--- src/rtl/game_director_pkg.sv ---
// Shared types and default tuning values for the game-flow controller.
package game_director_pkg;

    // Top-level game modes seen by the renderers and movement blocks
    typedef enum logic [2:0] {
        LOADING     = 3'd0,
        READY       = 3'd1,
        PLAY        = 3'd2,
        FRIGHT      = 3'd3,
        DYING       = 3'd4,
        LEVEL_CLEAR = 3'd5,
        GAME_OVER   = 3'd6
    } game_mode_t;

    // Default geometry and scoring
    localparam int DEF_N_ENEMIES      = 4;
    localparam int DEF_POS_W          = 9;
    localparam int DEF_HIT_DIST       = 3;
    localparam int DEF_CANDY_COUNT    = 244;
    localparam int DEF_LIVES          = 3;
    localparam int DEF_SCORE_W        = 16;
    localparam int DEF_POWER_POINTS   = 5;
    localparam int DEF_GHOST_POINTS   = 20;
    localparam int DEF_LEVEL_W        = 4;

    // Default frame-counted durations
    localparam int DEF_LOADING_FRAMES = 60;
    localparam int DEF_FRIGHT_FRAMES  = 360;
    localparam int DEF_DEATH_FRAMES   = 90;
    localparam int DEF_CLEAR_FRAMES   = 120;

    function automatic int max_int(input int a, input int b);
        return (a > b) ? a : b;
    endfunction

endpackage

--- src/rtl/game_director_enemy_hit_detect.sv ---
// Combinational pacman-vs-enemy proximity test, one bit per enemy channel.
module game_director_enemy_hit_detect #(
    parameter int N_ENEMIES = 4,
    parameter int POS_W     = 9,
    parameter int HIT_DIST  = 3
) (
    input  logic [POS_W-1:0]           x_pac,
    input  logic [POS_W-1:0]           y_pac,
    input  logic [N_ENEMIES*POS_W-1:0] x_enemy,
    input  logic [N_ENEMIES*POS_W-1:0] y_enemy,
    output logic [N_ENEMIES-1:0]       hit
);

    localparam logic [POS_W-1:0] DIST = POS_W'(HIT_DIST);

    // Distance is taken by subtracting the smaller from the larger, so
    // coordinates near 0 and near the top of the range never alias.
    function automatic logic [POS_W-1:0] abs_diff(input logic [POS_W-1:0] a,
                                                  input logic [POS_W-1:0] b);
        return (a >= b) ? (a - b) : (b - a);
    endfunction

    // Per-channel box test on both axes
    always_comb begin
        hit = '0;
        for (int i = 0; i < N_ENEMIES; i++) begin
            hit[i] = (abs_diff(x_pac, x_enemy[i*POS_W +: POS_W]) <= DIST) &&
                     (abs_diff(y_pac, y_enemy[i*POS_W +: POS_W]) <= DIST);
        end
    end

endmodule

--- src/rtl/game_director.sv ---
// Game-flow controller: mode FSM, frame-counted timer, score, lives, level,
// frightened handling and enemy collision resolution.
module game_director
    import game_director_pkg::*;
#(
    parameter int N_ENEMIES      = DEF_N_ENEMIES,
    parameter int POS_W          = DEF_POS_W,
    parameter int HIT_DIST       = DEF_HIT_DIST,
    parameter int CANDY_COUNT    = DEF_CANDY_COUNT,
    parameter int LIVES          = DEF_LIVES,
    parameter int SCORE_W        = DEF_SCORE_W,
    parameter int POWER_POINTS   = DEF_POWER_POINTS,
    parameter int GHOST_POINTS   = DEF_GHOST_POINTS,
    parameter int LOADING_FRAMES = DEF_LOADING_FRAMES,
    parameter int FRIGHT_FRAMES  = DEF_FRIGHT_FRAMES,
    parameter int DEATH_FRAMES   = DEF_DEATH_FRAMES,
    parameter int CLEAR_FRAMES   = DEF_CLEAR_FRAMES,
    parameter int LEVEL_W        = DEF_LEVEL_W
) (
    input  logic                        vga_pix_clk,
    input  logic                        rst_n,
    input  logic                        frame_stb,
    input  logic                        any_btn,
    input  logic [POS_W-1:0]            x_pac,
    input  logic [POS_W-1:0]            y_pac,
    input  logic [N_ENEMIES*POS_W-1:0]  x_enemy,
    input  logic [N_ENEMIES*POS_W-1:0]  y_enemy,
    input  logic                        ate_candy_stb,
    input  logic                        ate_power_cookie_stb,
    output game_mode_t                  mode,
    output logic                        play_frame_stb,
    output logic                        frightened,
    output logic [N_ENEMIES-1:0]        enemy_respawn,
    output logic                        positions_reset,
    output logic                        map_reload,
    output logic [SCORE_W-1:0]          score,
    output logic [$clog2(LIVES+1)-1:0]  lives,
    output logic [LEVEL_W-1:0]          level
);

    localparam int LIVES_W   = $clog2(LIVES + 1);
    localparam int CAND_W    = $clog2(CANDY_COUNT + 1);
    localparam int TIMER_MAX = max_int(max_int(LOADING_FRAMES, FRIGHT_FRAMES),
                                       max_int(DEATH_FRAMES, CLEAR_FRAMES));
    localparam int TIMER_W   = $clog2(TIMER_MAX + 1);
    // Headroom so a full cycle's worth of points can be summed before clamping
    localparam int SUM_W     = SCORE_W + 16;

    localparam logic [TIMER_W-1:0] T_LOADING = TIMER_W'(LOADING_FRAMES);
    localparam logic [TIMER_W-1:0] T_FRIGHT  = TIMER_W'(FRIGHT_FRAMES);
    localparam logic [TIMER_W-1:0] T_DEATH   = TIMER_W'(DEATH_FRAMES);
    localparam logic [TIMER_W-1:0] T_CLEAR   = TIMER_W'(CLEAR_FRAMES);
    localparam logic [CAND_W-1:0]  C_FULL    = CAND_W'(CANDY_COUNT);

    game_mode_t             nxt_mode;
    logic [TIMER_W-1:0]     timer, nxt_timer;
    logic [CAND_W-1:0]      candies, nxt_candies;
    logic                   arm, nxt_arm;
    logic [N_ENEMIES-1:0]   eaten, nxt_eaten;
    logic [SCORE_W-1:0]     nxt_score;
    logic [LIVES_W-1:0]     nxt_lives;
    logic [LEVEL_W-1:0]     nxt_level;
    logic [N_ENEMIES-1:0]   nxt_respawn;
    logic                   nxt_pos_reset, nxt_map_reload;

    logic [N_ENEMIES-1:0]   hit, newly_eaten;
    logic                   in_play, cd_stb, pc_stb, expire, any_hit, start, clear_now;
    logic [CAND_W+1:0]      candies_raw;
    logic [CAND_W-1:0]      candies_sum;
    logic [SUM_W-1:0]       ghost_add, score_sum;

    // Clamp a wide score sum to the largest representable score
    function automatic logic [SCORE_W-1:0] sat_score(input logic [SUM_W-1:0] s);
        if (|s[SUM_W-1:SCORE_W]) return '1;
        return s[SCORE_W-1:0];
    endfunction

    // Clamp the candy count at the level-clearing total
    function automatic logic [CAND_W-1:0] sat_candies(input logic [CAND_W+1:0] c);
        if (c >= (CAND_W+2)'(CANDY_COUNT)) return C_FULL;
        return c[CAND_W-1:0];
    endfunction

    // Points for every enemy eaten this cycle, all of them scored
    function automatic logic [SUM_W-1:0] ghost_points(input logic [N_ENEMIES-1:0] v);
        logic [SUM_W-1:0] acc;
        acc = '0;
        for (int i = 0; i < N_ENEMIES; i++) begin
            if (v[i]) acc = acc + SUM_W'(GHOST_POINTS);
        end
        return acc;
    endfunction

    game_director_enemy_hit_detect #(
        .N_ENEMIES (N_ENEMIES),
        .POS_W     (POS_W),
        .HIT_DIST  (HIT_DIST)
    ) u_hit (
        .x_pac   (x_pac),
        .y_pac   (y_pac),
        .x_enemy (x_enemy),
        .y_enemy (y_enemy),
        .hit     (hit)
    );

    assign in_play     = (mode == PLAY) || (mode == FRIGHT);
    assign cd_stb      = in_play && ate_candy_stb;
    assign pc_stb      = in_play && ate_power_cookie_stb;
    assign expire      = frame_stb && (timer == TIMER_W'(1));
    assign any_hit     = |hit;
    assign start       = any_btn && arm;
    assign newly_eaten = hit & ~eaten;
    assign candies_raw = {2'b00, candies} + (CAND_W+2)'(cd_stb) + (CAND_W+2)'(pc_stb);
    assign candies_sum = sat_candies(candies_raw);
    // The increment made this cycle already counts towards clearing the level
    assign clear_now   = in_play && (candies_sum == C_FULL);
    assign ghost_add   = ((mode == FRIGHT) && !clear_now) ? ghost_points(newly_eaten) : '0;
    assign score_sum   = {{(SUM_W-SCORE_W){1'b0}}, score} + SUM_W'(cd_stb)
                       + (pc_stb ? SUM_W'(POWER_POINTS) : '0) + ghost_add;
    assign frightened  = (mode == FRIGHT);

    // Mode register
    always_ff @(posedge vga_pix_clk or negedge rst_n) begin
        if (!rst_n) mode <= LOADING;
        else        mode <= nxt_mode;
    end

    // Next mode; death outranks level clear, which outranks power cookies
    always_comb begin
        nxt_mode = mode;
        case (mode)
            LOADING:     if (expire) nxt_mode = READY;
            READY:       if (start) nxt_mode = PLAY;
            PLAY: begin
                if (any_hit)        nxt_mode = DYING;
                else if (clear_now) nxt_mode = LEVEL_CLEAR;
                else if (pc_stb)    nxt_mode = FRIGHT;
            end
            FRIGHT: begin
                if (clear_now)            nxt_mode = LEVEL_CLEAR;
                else if (!pc_stb && expire) nxt_mode = PLAY;
            end
            DYING:       if (expire) nxt_mode = (lives == LIVES_W'(1)) ? GAME_OVER : READY;
            LEVEL_CLEAR: if (expire) nxt_mode = READY;
            GAME_OVER:   if (start) nxt_mode = LOADING;
            default:     nxt_mode = LOADING;
        endcase
    end

    // Timer, counters, eaten mask, arm and one-cycle pulses for the next cycle
    always_comb begin
        nxt_timer      = timer;
        nxt_candies    = candies;
        nxt_score      = score;
        nxt_lives      = lives;
        nxt_level      = level;
        nxt_eaten      = eaten;
        nxt_arm        = arm;
        nxt_respawn    = '0;
        nxt_pos_reset  = 1'b0;
        nxt_map_reload = 1'b0;

        if (frame_stb && (timer != '0)) nxt_timer = timer - TIMER_W'(1);

        if (in_play) begin
            nxt_candies = candies_sum;
            nxt_score   = sat_score(score_sum);
        end

        case (mode)
            PLAY: begin
                if (any_hit)        nxt_timer = T_DEATH;
                else if (clear_now) nxt_timer = T_CLEAR;
                else if (pc_stb)    nxt_timer = T_FRIGHT;
            end
            FRIGHT: begin
                if (clear_now) begin
                    nxt_timer = T_CLEAR;
                    nxt_eaten = '0;
                end else begin
                    nxt_respawn = newly_eaten;
                    // Set on a new overlap, cleared once the overlap ends
                    nxt_eaten   = hit;
                    if (pc_stb)      nxt_timer = T_FRIGHT;
                    else if (expire) nxt_eaten = '0;
                end
            end
            DYING: begin
                if (expire) begin
                    nxt_lives = lives - LIVES_W'(1);
                    if (lives != LIVES_W'(1)) nxt_pos_reset = 1'b1;
                end
            end
            LEVEL_CLEAR: begin
                if (expire) begin
                    nxt_level      = level + LEVEL_W'(1);
                    nxt_candies    = '0;
                    nxt_map_reload = 1'b1;
                    nxt_pos_reset  = 1'b1;
                end
            end
            GAME_OVER: begin
                if (start) begin
                    nxt_timer      = T_LOADING;
                    nxt_score      = '0;
                    nxt_lives      = LIVES_W'(LIVES);
                    nxt_level      = '0;
                    nxt_candies    = '0;
                    nxt_map_reload = 1'b1;
                end
            end
            default: ;
        endcase

        // Any mode change disarms; a released button arms READY/GAME_OVER
        if (nxt_mode != mode) nxt_arm = 1'b0;
        else if (((mode == READY) || (mode == GAME_OVER)) && !any_btn) nxt_arm = 1'b1;
    end

    // Datapath and pulse registers
    always_ff @(posedge vga_pix_clk or negedge rst_n) begin
        if (!rst_n) begin
            timer           <= T_LOADING;
            candies         <= '0;
            score           <= '0;
            lives           <= LIVES_W'(LIVES);
            level           <= '0;
            eaten           <= '0;
            arm             <= 1'b0;
            enemy_respawn   <= '0;
            positions_reset <= 1'b0;
            map_reload      <= 1'b0;
            play_frame_stb  <= 1'b0;
        end else begin
            timer           <= nxt_timer;
            candies         <= nxt_candies;
            score           <= nxt_score;
            lives           <= nxt_lives;
            level           <= nxt_level;
            eaten           <= nxt_eaten;
            arm             <= nxt_arm;
            enemy_respawn   <= nxt_respawn;
            positions_reset <= nxt_pos_reset;
            map_reload      <= nxt_map_reload;
            play_frame_stb  <= frame_stb && in_play;
        end
    end

endmodule

--- config.mk ---
export PLATFORM = sky130hd
export DESIGN_NAME = game_director
export DESIGN_NICKNAME = d
export VERILOG_FILES = /design/src/rtl/game_director_pkg.sv /design/src/rtl/game_director_enemy_hit_detect.sv /design/src/rtl/game_director.sv
export SDC_FILE = /design/constraint.sdc
export NUM_CORES = 1
export LEC_CHECK = 0
export BUFFER_PORTS_ARGS = -buffer_cell sky130_fd_sc_hd__buf_4
export CAP_MARGIN = 15
export CORE_MARGIN = 2
export CORE_UTILIZATION = 40
export CTS_BUF_LIST = sky130_fd_sc_hd__clkbuf_4 sky130_fd_sc_hd__clkbuf_8
export CTS_CLUSTER_DIAMETER = 200
export DETAILED_ROUTE_END_ITERATION = 8
export HOLD_SLACK_MARGIN = 0.1
export PLACE_DENSITY = 0.65
export SYNTH_ARGS = -nofsm -noshare
export SYNTH_HDL_FRONTEND = slang
export SYNTH_SLANG_ARGS = --single-unit
--- constraint.sdc ---
create_clock -name vga_pix_clk -period 12.2 [get_ports vga_pix_clk]
set_input_delay 1.22 -clock vga_pix_clk [delete_from_list [all_inputs] [get_ports vga_pix_clk]]
set_output_delay 1.22 -clock vga_pix_clk [all_outputs]
set_load 0.01 [all_outputs]
### Word-level counts from Yosys, hierarchy flattened

Index checks and enable logic that the tools add are counted.

* flip-flop bits (word level): 54
* output and inout bits: 33
* logic and storage cells: 165

* $add $sub $neg: 27
* order comparisons: 17
* equality and inequality tests: 14
* multiplexer cells: 64
* bitwise operators: 2
* reduce and logical (&&, ||, !) cells: 29

Operators with widths (number)
* 9-bit subtractor: 16
* 32-bit 2-to-1 mux: 4
* 9-bit 2-to-1 mux: 13
* 32-bit by 5-bit adder with 32-bit output (second input constant): 3
* 16-bit 2-to-1 mux: 5
* 9-bit >= comparator: 8
* 9-bit by 2-bit less-or-equal comparator with 1-bit output (second input constant): 8
* 8-bit 2-to-1 mux: 5
* 3-bit 2-to-1 mux: 11
* 18-bit by 32-bit adder with 32-bit output: 1
* 4-bit 2-to-1 mux: 7
* 9-bit case mux with 3 select lines: 1
* 17-bit by 3-bit adder with 18-bit output: 1
* 3-bit case mux with 6 select lines: 1
* 16-bit by 1-bit adder with 17-bit output: 1
* 8-bit case mux with 2 select lines: 1
* 16-bit OR reduction: 1
* 1-bit logical AND: 14
* 9-bit by 1-bit adder with 10-bit output: 1
* 10-bit by 8-bit >= comparator with 1-bit output (second input constant): 1
* 8-bit by 1-bit adder with 9-bit output: 1
* 3-bit equality test (second input constant): 3
* 9-bit by 1-bit equality test with 1-bit output (second input constant): 1
* 1-bit 2-to-1 mux: 9
* other kinds (25): 36

### Longest topological paths before layout

Gate-level depths: netlist of run 1.

* word-level depth: 21
* gate-level depth with buffers: 34
* mapped depth without buffers: 34

### Modules after synthesis

A second synthesis of run 1 with hierarchy kept.

* cell total of the unflattened synthesis: 1294
* area, all modules: 9938.3 µm²

Modules (own cells, without submodules)
* game_director_enemy_hit_detect: times used 1, cells each 916, area an instance 6466.2 µm², sequential area each 0.0 µm²
* game_director: times used 1, cells each 378, area an instance 3472.1 µm², sequential area each 1358.8 µm²

### Least setup slack after synthesis of run 1

OpenSTA, ideal clock, no wires.

* path kind: input-to-reg
* start: input port x_pac[1]
* end: register score[11]
* library setup time: 0.078 ns
* arrival time: 7.188 ns
* slack: 4.934 ns
* stages on the path: 31
* buffers on the path: 0
* cells stage by stage: inv_1 > ha_1 > nor2b_1 > o2111ai_1 > a21oi_1 > or4_4 > or4_1 > a211oi_2 > nand2_1 > or2_1 > inv_1 > ha_1 > inv_1 > a21oi_1 > or2_2 > ha_1 > nor2_1 > nor3_1 > nor3b_1 > ha_1 > ha_1 > inv_1 > o21bai_1 > a21oi_1 > o21bai_1 > a21oi_1 > nor2b_1 > o21ai_0 > nor2_1 > nand2_1 > a21oi_1

* word-level cells in the longest chain between the ends: 21
* elaborated cells between the ends (all ways): 41

Ends and longest elaborated chain
* from (decl): RTL line game_director.sv:24 `input logic [POS_W-1:0] x_pac,`
* 9-bit subtractor or 9-bit >= comparator (tied branches): RTL line game_director_enemy_hit_detect.sv:20 `return (a >= b) ? (a - b) : (b - a);`
* 9-bit 2-to-1 mux: RTL line game_director_enemy_hit_detect.sv:20
* 9-bit by 2-bit less-or-equal comparator with 1-bit output: RTL line game_director_enemy_hit_detect.sv:27 `hit[i] = (abs_diff(x_pac, x_enemy[i*POS_W +: POS_W]) <= DIST) &&`
* 1-bit logical AND: RTL line game_director_enemy_hit_detect.sv:27
* 4-bit AND (*): RTL line game_director.sv:112 `assign newly_eaten = hit & ~eaten;`
* 5-bit 2-to-1 mux: RTL line game_director.sv:89 `if (v[i]) acc = acc + SUM_W'(GHOST_POINTS);`
* 32-bit by 5-bit adder with 32-bit output: RTL line game_director.sv:89
* 32-bit 2-to-1 mux: RTL line game_director.sv:89
* [... 6 more ...]
* 16-bit OR reduction: RTL line game_director.sv:74 `if (|s[SUM_W-1:SCORE_W]) return '1;`
* 1-bit 2-to-1 mux: RTL line game_director.sv:74
* 1-bit 2-to-1 mux: RTL line game_director.sv:165 `if (in_play) begin`
* 16-bit 2-to-1 mux (*): RTL line game_director.sv:75 `return s[SCORE_W-1:0];`
* 16-bit 2-to-1 mux (*): RTL line game_director.sv:165
* 16-bit 2-to-1 mux: RTL line game_director.sv:203 `if (start) begin`
* 16-bit 2-to-1 mux (*): RTL line game_director.sv:170 `case (mode)`
* named net nxt_score[11]: RTL line game_director.sv:60 `logic [SCORE_W-1:0] nxt_score;`
* to (signal assigned): RTL line game_director.sv:237 `score <= nxt_score;`
* to (decl): RTL line game_director.sv:36 `output logic [SCORE_W-1:0] score,`

Mark *: on every way through the listed nets, which the timed path passes. The rest lies on a longest branch. The select of a mux whose other input is x is not followed.
A chain may end at the register's enable or synchronous reset.

### Worst setup path after layout of run 1

* start: input port x_pac[1]
* end: register score[13]

Same word-level chain as after synthesis.

==> reports/summary.md, run 1 <==
The met1 global-route usage is 0.287, and the number of buffers added on ports is 128. Counting flops with a built-in enable in the synthesized netlist gives 0. Kind of end point of the critical path: a flip-flop. The tightest hold path in the finished design has a slack of 0.495 ns. Length of the first detailed-routing pass in iterations: 5. The path class of the tightest hold or removal check is reg -> reg. The number of hold buffers added after CTS was 0. The run gives 54 as the total number of clock tree sinks. Among all flip-flop cells after synthesis, the most frequent one is sky130_fd_sc_hd__dfrtp_1.

The share of post-route cells with drive strength above 1 was 0.122. The final hold violation count is 0, and the global-route wire length before repair is 47.0 mm. TritonCTS built the clock tree.

The initial standard-cell utilization of the core is 0.406, and the placement row count is 58. The tools report the worst-case headroom to the max-slew limit as 0.450. Highest net fanout along the worst path: 10.

The maximum single-stage delay on the critical path was 0.55 ns; the height of the die was 164 um. Synthesis produced a netlist whose cell count is 1,364. In this run, synthesis produced a sequential element count of 54.

The I/O pin count is 129, and the initial antenna violation count is 0. The post-route fraction of the period consumed by the critical path is 0.669. The library cells used most frequently in the layout, excluding fill and tap cells, are sky130_fd_sc_hd__ha_1 (159), sky130_fd_sc_hd__inv_1 (154), sky130_fd_sc_hd__buf_4 (130). The average wire per standard cell was 16.3 um; the clock insertion delay at the later pin of the skew report was 0.31 ns. The post-CTS setup-driven buffer insertion count is 0, and the number of nets with antenna violations after detailed routing is 0.

The total power density per cell area is 102 mW/mm^2, and the synthesized netlist net count is 1,638. For this block, the initial DRC count from the detailed router was 646. The cell leakage power was 5.42 nW; the via count of the first global-routing pass was 9,454. Setup repair after global routing left no endpoint under its margin. Met2 track demand over resource: 0.365.

The longest clock path from root to sink contains 2 buffers. The area growth from synthesis to layout is 12.0%. The logs give 0.0251 sq mm for the core area and 0 for the post-CTS resize count.

Global routing finished with a remaining overflow of 0. For the worst setup path, the data arrival time is 8.40 ns. The global-route track usage on met3 came out at 0.0172. The tools report the type of origin of the critical path as an input pin. Across all layers, the routed design uses 10,100 vias. The transition time of the tightest slew-check pin is 0.826 ns, and the number of setup violations in the final report is 0. The data required time at the worst endpoint is 12.44 ns, and the number of vias per cell is 5.68. The library cell used most frequently in the layout, excluding fill and tap cells, is sky130_fd_sc_hd__ha_1. The cell area after synthesis was 0.0102 sq mm.

The clock tree synthesis step divided the H-tree into 2 levels. The fraction of registers with async set or reset after synthesis was 1.00; the count of maximum capacitance violations was 0. The die is 164 um wide.

The HPWL after detailed placement is 23.2 mm. Entering global routing, the biggest net connects 55 pins. After global routing, the most crowded layer is met2.

After synthesis, the mean cell area works out to 7.48 sq um. Derived from the worst setup path, the maximum achievable clock frequency is 123 MHz. The critical path startpoint was x_pac[1].

The tree is rooted in a sky130_fd_sc_hd__clkbuf_8. Fill cells in the final layout number 2,553. Counting the buffers created by CTS gives 5. The number of antenna diodes in the final layout is 0. The setup path with the least slack is of type in -> reg.

For this run, the number of Yosys warnings is 0. The logs give 1,719 for the final layout net count and 0.133 for the sequential cell area fraction in the yosys report. Overall global routing resource usage: 0.212. Worst-path cell with the longest stage delay: sky130_fd_sc_hd__or4_1. The run finished with clean final reports. The worst hold path begins at eaten[1].

For the final database, setup skew stands at 0.00356 ns. The die covers 0.0268 sq mm. Routability-driven placement finished with a final weighted congestion of 0.933.

The smallest clock period supported by the final layout is computed as 8.16 ns. The summed negative setup slack over all endpoints is 0 ns, and the total count of max-transition violations in the final report is 0. For this run, design rule violations remaining after detail routing come to 0.

Clock-pin slew was measured on the worst setup and hold paths at 0.09 ns. The maximum vdd drop came out at 0.0974 mV. The tools report the count of unique library cells instantiated by Yosys as 85. Start of the worst register-to-register path: mode[1]. For the routed wire length, the log shows 29.0 mm.
==> path summary, 6_finish.rpt <==
check                                  endpoint  slack [ns]  cells after the start
worst min register to register         eaten[1]        0.49                      2
worst min-delay path                   eaten[1]        0.49                      2
worst max register to register        score[13]        5.61                     24
max in group asynchronous              score[4]       10.79                      1
min in group asynchronous       positions_reset        0.95                      1
worst max-delay path                  score[13]        4.04                     32
==> routing by layer <==
metal / routed length (um) / vias to the layer above
met5: 0 / -
met4: 687 / 0
met2: 13600 / 344
met1: 13200 / 4697
li1: - / 5005
met3: 1490 / 50
==> where the power goes <==
group	internal (mW)	switching (mW)	leakage (nW)
logic	0.320	0.425	4.72
registers	0.238	0.0732	0.656
clock network	0.0482	0.0586	0.0517
==> registers in the layout (all words and copies together) (netlist names), 2 cells and up <==
register       cells
mode               3
score             16
eaten              4
level              4
enemy_respawn      4
lives              2
candies            8
timer              9
==> worst max-delay path: cells and delay by family <==
family                     cells  cell delay, ns
AOI/OAI and AO/OA             11            1.92
adders and majority gates      5            1.45
and+or+nand+nor               11            3.02
buffers and inverters          5            0.76
==> per-stage QoR <==
| step | setup slack, ns | util | area, sq um | std cells | total power [mW] |
|---|---|---|---|---|---|
| CTS | 4.04 | 0.455 | 11400 | 1776 | 1.16 |
| detailed placement | 3.73 | 0.451 | 11300 | 1768 | 1.05 |
| global placement | 3.87 | 0.451 | 11300 | 1768 | 1.04 |
| finish | 4.04 | 0.455 | 11400 | 1776 | 1.16 |
| global route | 3.53 | 0.455 | 11400 | 1776 | 1.28 |
| floorplan | 4.93 | - | 10200 | 1364 | 0.832 |
==> synth_stat cells, types with 6 or more instances <==
library cell	n	area (sq um)
sky130_fd_sc_hd__o21ai_1	7	35.0
sky130_fd_sc_hd__xor2_1	35	307
sky130_fd_sc_hd__o211ai_1	14	105
sky130_fd_sc_hd__inv_1	154	578
sky130_fd_sc_hd__fa_1	19	380
sky130_fd_sc_hd__clkbuf_1	28	105
sky130_fd_sc_hd__dfstp_2	6	158
sky130_fd_sc_hd__nor3_1	62	310
sky130_fd_sc_hd__nor2b_1	22	138
sky130_fd_sc_hd__and3_1	13	81.3
sky130_fd_sc_hd__xnor2_1	38	333
sky130_fd_sc_hd__nand2_1	79	297
sky130_fd_sc_hd__o21bai_1	8	60.1
sky130_fd_sc_hd__nand4_1	28	175
sky130_fd_sc_hd__or3_1	13	81.3
sky130_fd_sc_hd__o31ai_1	10	75.1
sky130_fd_sc_hd__nand2b_1	19	119
sky130_fd_sc_hd__buf_2	22	110
sky130_fd_sc_hd__nor2_1	121	454
sky130_fd_sc_hd__and2_1	6	37.5
sky130_fd_sc_hd__o21a_1	24	180
sky130_fd_sc_hd__a211oi_1	18	135
sky130_fd_sc_hd__ha_1	159	1990
sky130_fd_sc_hd__or4_1	9	67.6
sky130_fd_sc_hd__or2_2	10	62.6
sky130_fd_sc_hd__o21ai_0	62	310
sky130_fd_sc_hd__a31oi_1	23	144
sky130_fd_sc_hd__dfrtp_1	48	1200
sky130_fd_sc_hd__nand3_1	32	160
sky130_fd_sc_hd__nand3b_1	8	60.1
sky130_fd_sc_hd__mux2i_1	9	90.1
sky130_fd_sc_hd__a21oi_1	105	526
sky130_fd_sc_hd__nor4_1	10	62.6
sky130_fd_sc_hd__o22ai_1	10	62.6
sky130_fd_sc_hd__a21o_1	23	173
==> logic make-up after synthesis <==
| logic type | share of synthesized area |
|---|---|
| multiplexers | 0.00883 |
| XOR/XNOR | 0.0643 |
| AO/OA/AOI/OAI | 0.251 |
| buffers and inverters | 0.0822 |
| other | 0.000368 |
| adder cells (fa/ha/maj) | 0.232 |
| flip-flops | 0.133 |
| AND/OR/NAND/NOR | 0.228 |
==> area by class of cell <==
| cell class | instances | area, sq um | share of cell area |
|---|---|---|---|
| clock buffer | 7 | 90.1 | 0.00788 |
| clock inverter | 1 | 5.00 | 0.000438 |
| inverter | 154 | 578 | 0.0506 |
| multi-input combinational | 1100 | 8010 | 0.701 |
| sequential | 54 | 1360 | 0.119 |
| tap | 330 | 413 | 0.0361 |
| timing repair buffer | 130 | 976 | 0.0854 |
Note: power is estimated with default switching activity, not from simulation.
==> inputs of run 2 (changes only) <==
- PLACE_DENSITY: 0.65 -> 0.67
- clock period: 12.2 -> 7.38 ns (I/O delays scaled with it)
==> run 2 against run 1 <==
Effect of this change: critical path depth is 1 lower; core utilization rose by 1.1 points; combinational power increased by 69%; count of clock-buffer cells in the layout decreased by 2; via count rose by 0.72%; final cell count rose by 1.4%; first-iteration DRC count increased by 5.7%; highest routed layer unchanged.
==> reports/summary.md, run 2 (synthesis results as in run 1) <==
The logs give 9,233 (was 9,454) for the via count of the first global-routing pass and 5 (unchanged) for the length of the first detailed-routing pass in iterations. The run gives 0 (unchanged) as the post-cts hold buffer count. The total congestion overflow after global routing came out at 0 (unchanged). The post-detailed-route DRC marker count was 0 (unchanged). The global-route wire length before repair is 46.7 mm (was 47.0 mm). Endpoint of the most critical register-to-register path: score[14] (was score[13]). Total number of clock tree sinks: 54 (unchanged).

The run gives 0 (unchanged) as the initial antenna violation count. Clock network fraction of design power: 0.108 (was 0.092). Worst hold-check path type: in -> async (was reg -> reg). The worst-path cell with the longest stage delay is sky130_fd_sc_hd__or4_4 (was sky130_fd_sc_hd__or4_1). The flow ran to the end, and the final reports show no timing, DRC or antenna violations. The tools report the placement row count as 58 (unchanged). The post-route minimum period came out at 6.93 ns. The logs give 0 (unchanged) for the count of maximum capacitance violations and 0.210 (was 0.212) for the overall global routing resource usage. The tools report the type of origin of the critical path as an input pin (unchanged). The setup skew after layout came out at 0.00462 ns (was 0.00356 ns). The initial standard-cell utilization of the core is 0.406 (unchanged). The maximum single-stage delay on the critical path is 0.56 ns (was 0.55 ns). The run gives 55 (unchanged) as the maximum number of pins on one net before global-route repair. Initial DRC count: 683 (was 646).

Post-route fraction of the period consumed by the critical path: 0.939. The logs give 129 (unchanged) for the I/O pin count and 0.0268 sq mm (unchanged) for the die area. The number of setup violations in the final report came out at 0 (unchanged). Most frequent standard cell in the layout excluding fill and tap cells: sky130_fd_sc_hd__ha_1 (unchanged). The detailed placer's ending HPWL was 23.1 mm (was 23.2 mm); the routed via count was 10,200 (was 10,100). The number of antenna repair diodes was 0 (unchanged); the proportion of power drawn by combinational gates was 0.634 (was 0.641). The number of buffers added on ports works out to 128 (unchanged).

Kind of end point of the critical path: a flip-flop (unchanged). The logs give 0 (unchanged) for the total count of max-transition violations in the final report and 7.14 ns (was 8.40 ns) for the signal arrival time at the worst endpoint. The register ranked first by flip-flop count was score (unchanged). Maximum vdd drop: 0.136 mV (was 0.0974 mV).

Most frequent cells in the layout: sky130_fd_sc_hd__ha_1 (159), sky130_fd_sc_hd__buf_4 (155), sky130_fd_sc_hd__inv_1 (153) (was sky130_fd_sc_hd__ha_1 (159), sky130_fd_sc_hd__inv_1 (154), sky130_fd_sc_hd__buf_4 (130)). The highest net fanout along the worst path is 5 (was 10). Setup repair after global routing could not meet its margin everywhere. Switching fraction of total power: 0.475 (was 0.479). The cell leakage power was 5.56 nW (was 5.42 nW); the post-layout total power was 1.99 mW (was 1.16 mW). The transition time of the tightest slew-check pin came out at 0.803 ns (was 0.826 ns). The reported net switching power is 944 uW (was 556 uW), and the sequential cell fraction of total power is 0.259 (was 0.267). The core area is 0.0251 sq mm (unchanged), and the die width is 164 um (unchanged). The signed area change from the synthesized netlist to the final layout is 14.7% (was 12.0%), and the cell count of the worst reg-to-reg path is 24 (unchanged). The total power density per cell area is 170 mW/mm^2 (was 102 mW/mm^2), and the maximum level of the CTS H-tree is 2 (unchanged). The critical path class was in -> reg (unchanged).

The total internal power was 1.04 mW (was 606 uW). TritonCTS built the clock tree. The clock-pin transition on the worst setup and hold timing paths was 0.11 ns (was 0.09 ns); the worst-case headroom to the max-slew limit was 0.464 (was 0.450). The root buffer cell is sky130_fd_sc_hd__clkbuf_8 (unchanged). The summed negative setup slack over all endpoints is 0 ns (unchanged), and the number of nets with antenna violations after detailed routing is 0 (unchanged). For the data required time at the worst endpoint, the log shows 7.59 ns (was 12.44 ns). The tools report the start of the worst register-to-register path as mode[1] (unchanged). Routed wire length: 28.9 mm (was 29.0 mm).

The tools report the number of buffers between clock root and the deepest sink as 2 (unchanged). The number of vias per cell was 5.65 (was 5.68); the average wire per standard cell was 16.0 um (was 16.3 um). The share of post-route cells with drive strength above 1 came out at 0.144 (was 0.122). The height of the die is 164 um (unchanged), and the register-to-register path setup slack is 1.19 ns (was 5.61 ns).

The number of flip-flops under the largest register name works out to 16 (unchanged). Registers with the most flip-flops: score: 16 flops, timer: 9 flops, candies: 8 flops (unchanged). The final hold violation count was 0 (unchanged).

The tools report the last weighted congestion value of the routability-driven placer as 0.941 (was 0.933). The total CTS buffers is 5 (unchanged). The minimum setup slack in the final design was 0.447 ns (was 4.04 ns); the minimum setup slack after placement was -0.0639 ns (was 3.73 ns). The fmax was 144 MHz. The final layout net count was 1,744 (was 1,719). For the clock insertion delay at the later pin of the skew report, the log shows 0.32 ns (was 0.31 ns).
==> run 2: cell types whose count changed in the layout (fill, tap and decap cells not counted), sizes merged <==
cell    previous run  this run
buf              130       155
bufinv             0         1
clkbuf             7         5
inv              154       155
==> run 2: metrics by stage <==
step / hold slack [ns] / cells / utilization / cell area (sq um)
after floorplan: 0.442 / 1364 / - / 10200
after global placement: 0.469 / 1792 / 0.458 / 11500
after detailed placement: 0.466 / 1792 / 0.458 / 11500
after CTS: 0.483 / 1800 / 0.463 / 11600
after global routing: 0.506 / 1801 / 0.466 / 11700
final: 0.439 / 1801 / 0.466 / 11700
==> run 2: metal layers <==
metal  routed length [um]  up-vias  track usage
met4                  613        0       0.0439
met1                13200     4754        0.288
li1                     -     5048            -
met5                    0        -            0
met2                13700      318        0.363
met3                 1400       49       0.0152
==> run 2: worst max-delay path: cells and delay by family <==
family | cells | cell delay, ns
AO/OA/AOI/OAI | 13 | 2.25
AND/OR/NAND/NOR | 8 | 2.10
adder cells (fa/ha/maj) | 5 | 1.49
buffers and inverters | 4 | 0.41
XOR/XNOR | 1 | 0.13
==> run 2: area by class of cell <==
class	count	area, sq um
clock buffers	5	68.8
fillers	2554	13400
flip-flops and latches	54	1360
repair buffers	155	1160
inverters	154	578
multi-input cells	1100	8080
clock inverters	3	47.5
well taps	330	413
==> run 2: what timing repair did <==
item | CTS | global route
setup endpoints to repair | 0 | 16
gates resized for setup | 0 | 14
setup buffers | 0 | 1
==> run 2: power by group through the flow <==
stage | combinational, mW | sequential (mW) | clock [mW]
final | 1.26 | 0.514 | 0.214
after global routing | 1.41 | 0.532 | 0.231
after CTS | 1.24 | 0.512 | 0.216
after detailed placement | 1.24 | 0.518 | 0
after global placement | 1.22 | 0.514 | 0
after floorplan | 0.884 | 0.492 | 0
==> run 2: worst max path at each step <==
stage | to | startpoint | cells after the start
floorplan | score[11] | x_pac[1] | 31
global placement | score[14] | x_pac[4] | 31
detailed placement | score[14] | x_pac[4] | 31
CTS | score[14] | x_pac[4] | 31
global route | score[11] | x_pac[1] | 33
finish | score[14] | x_pac[4] | 31
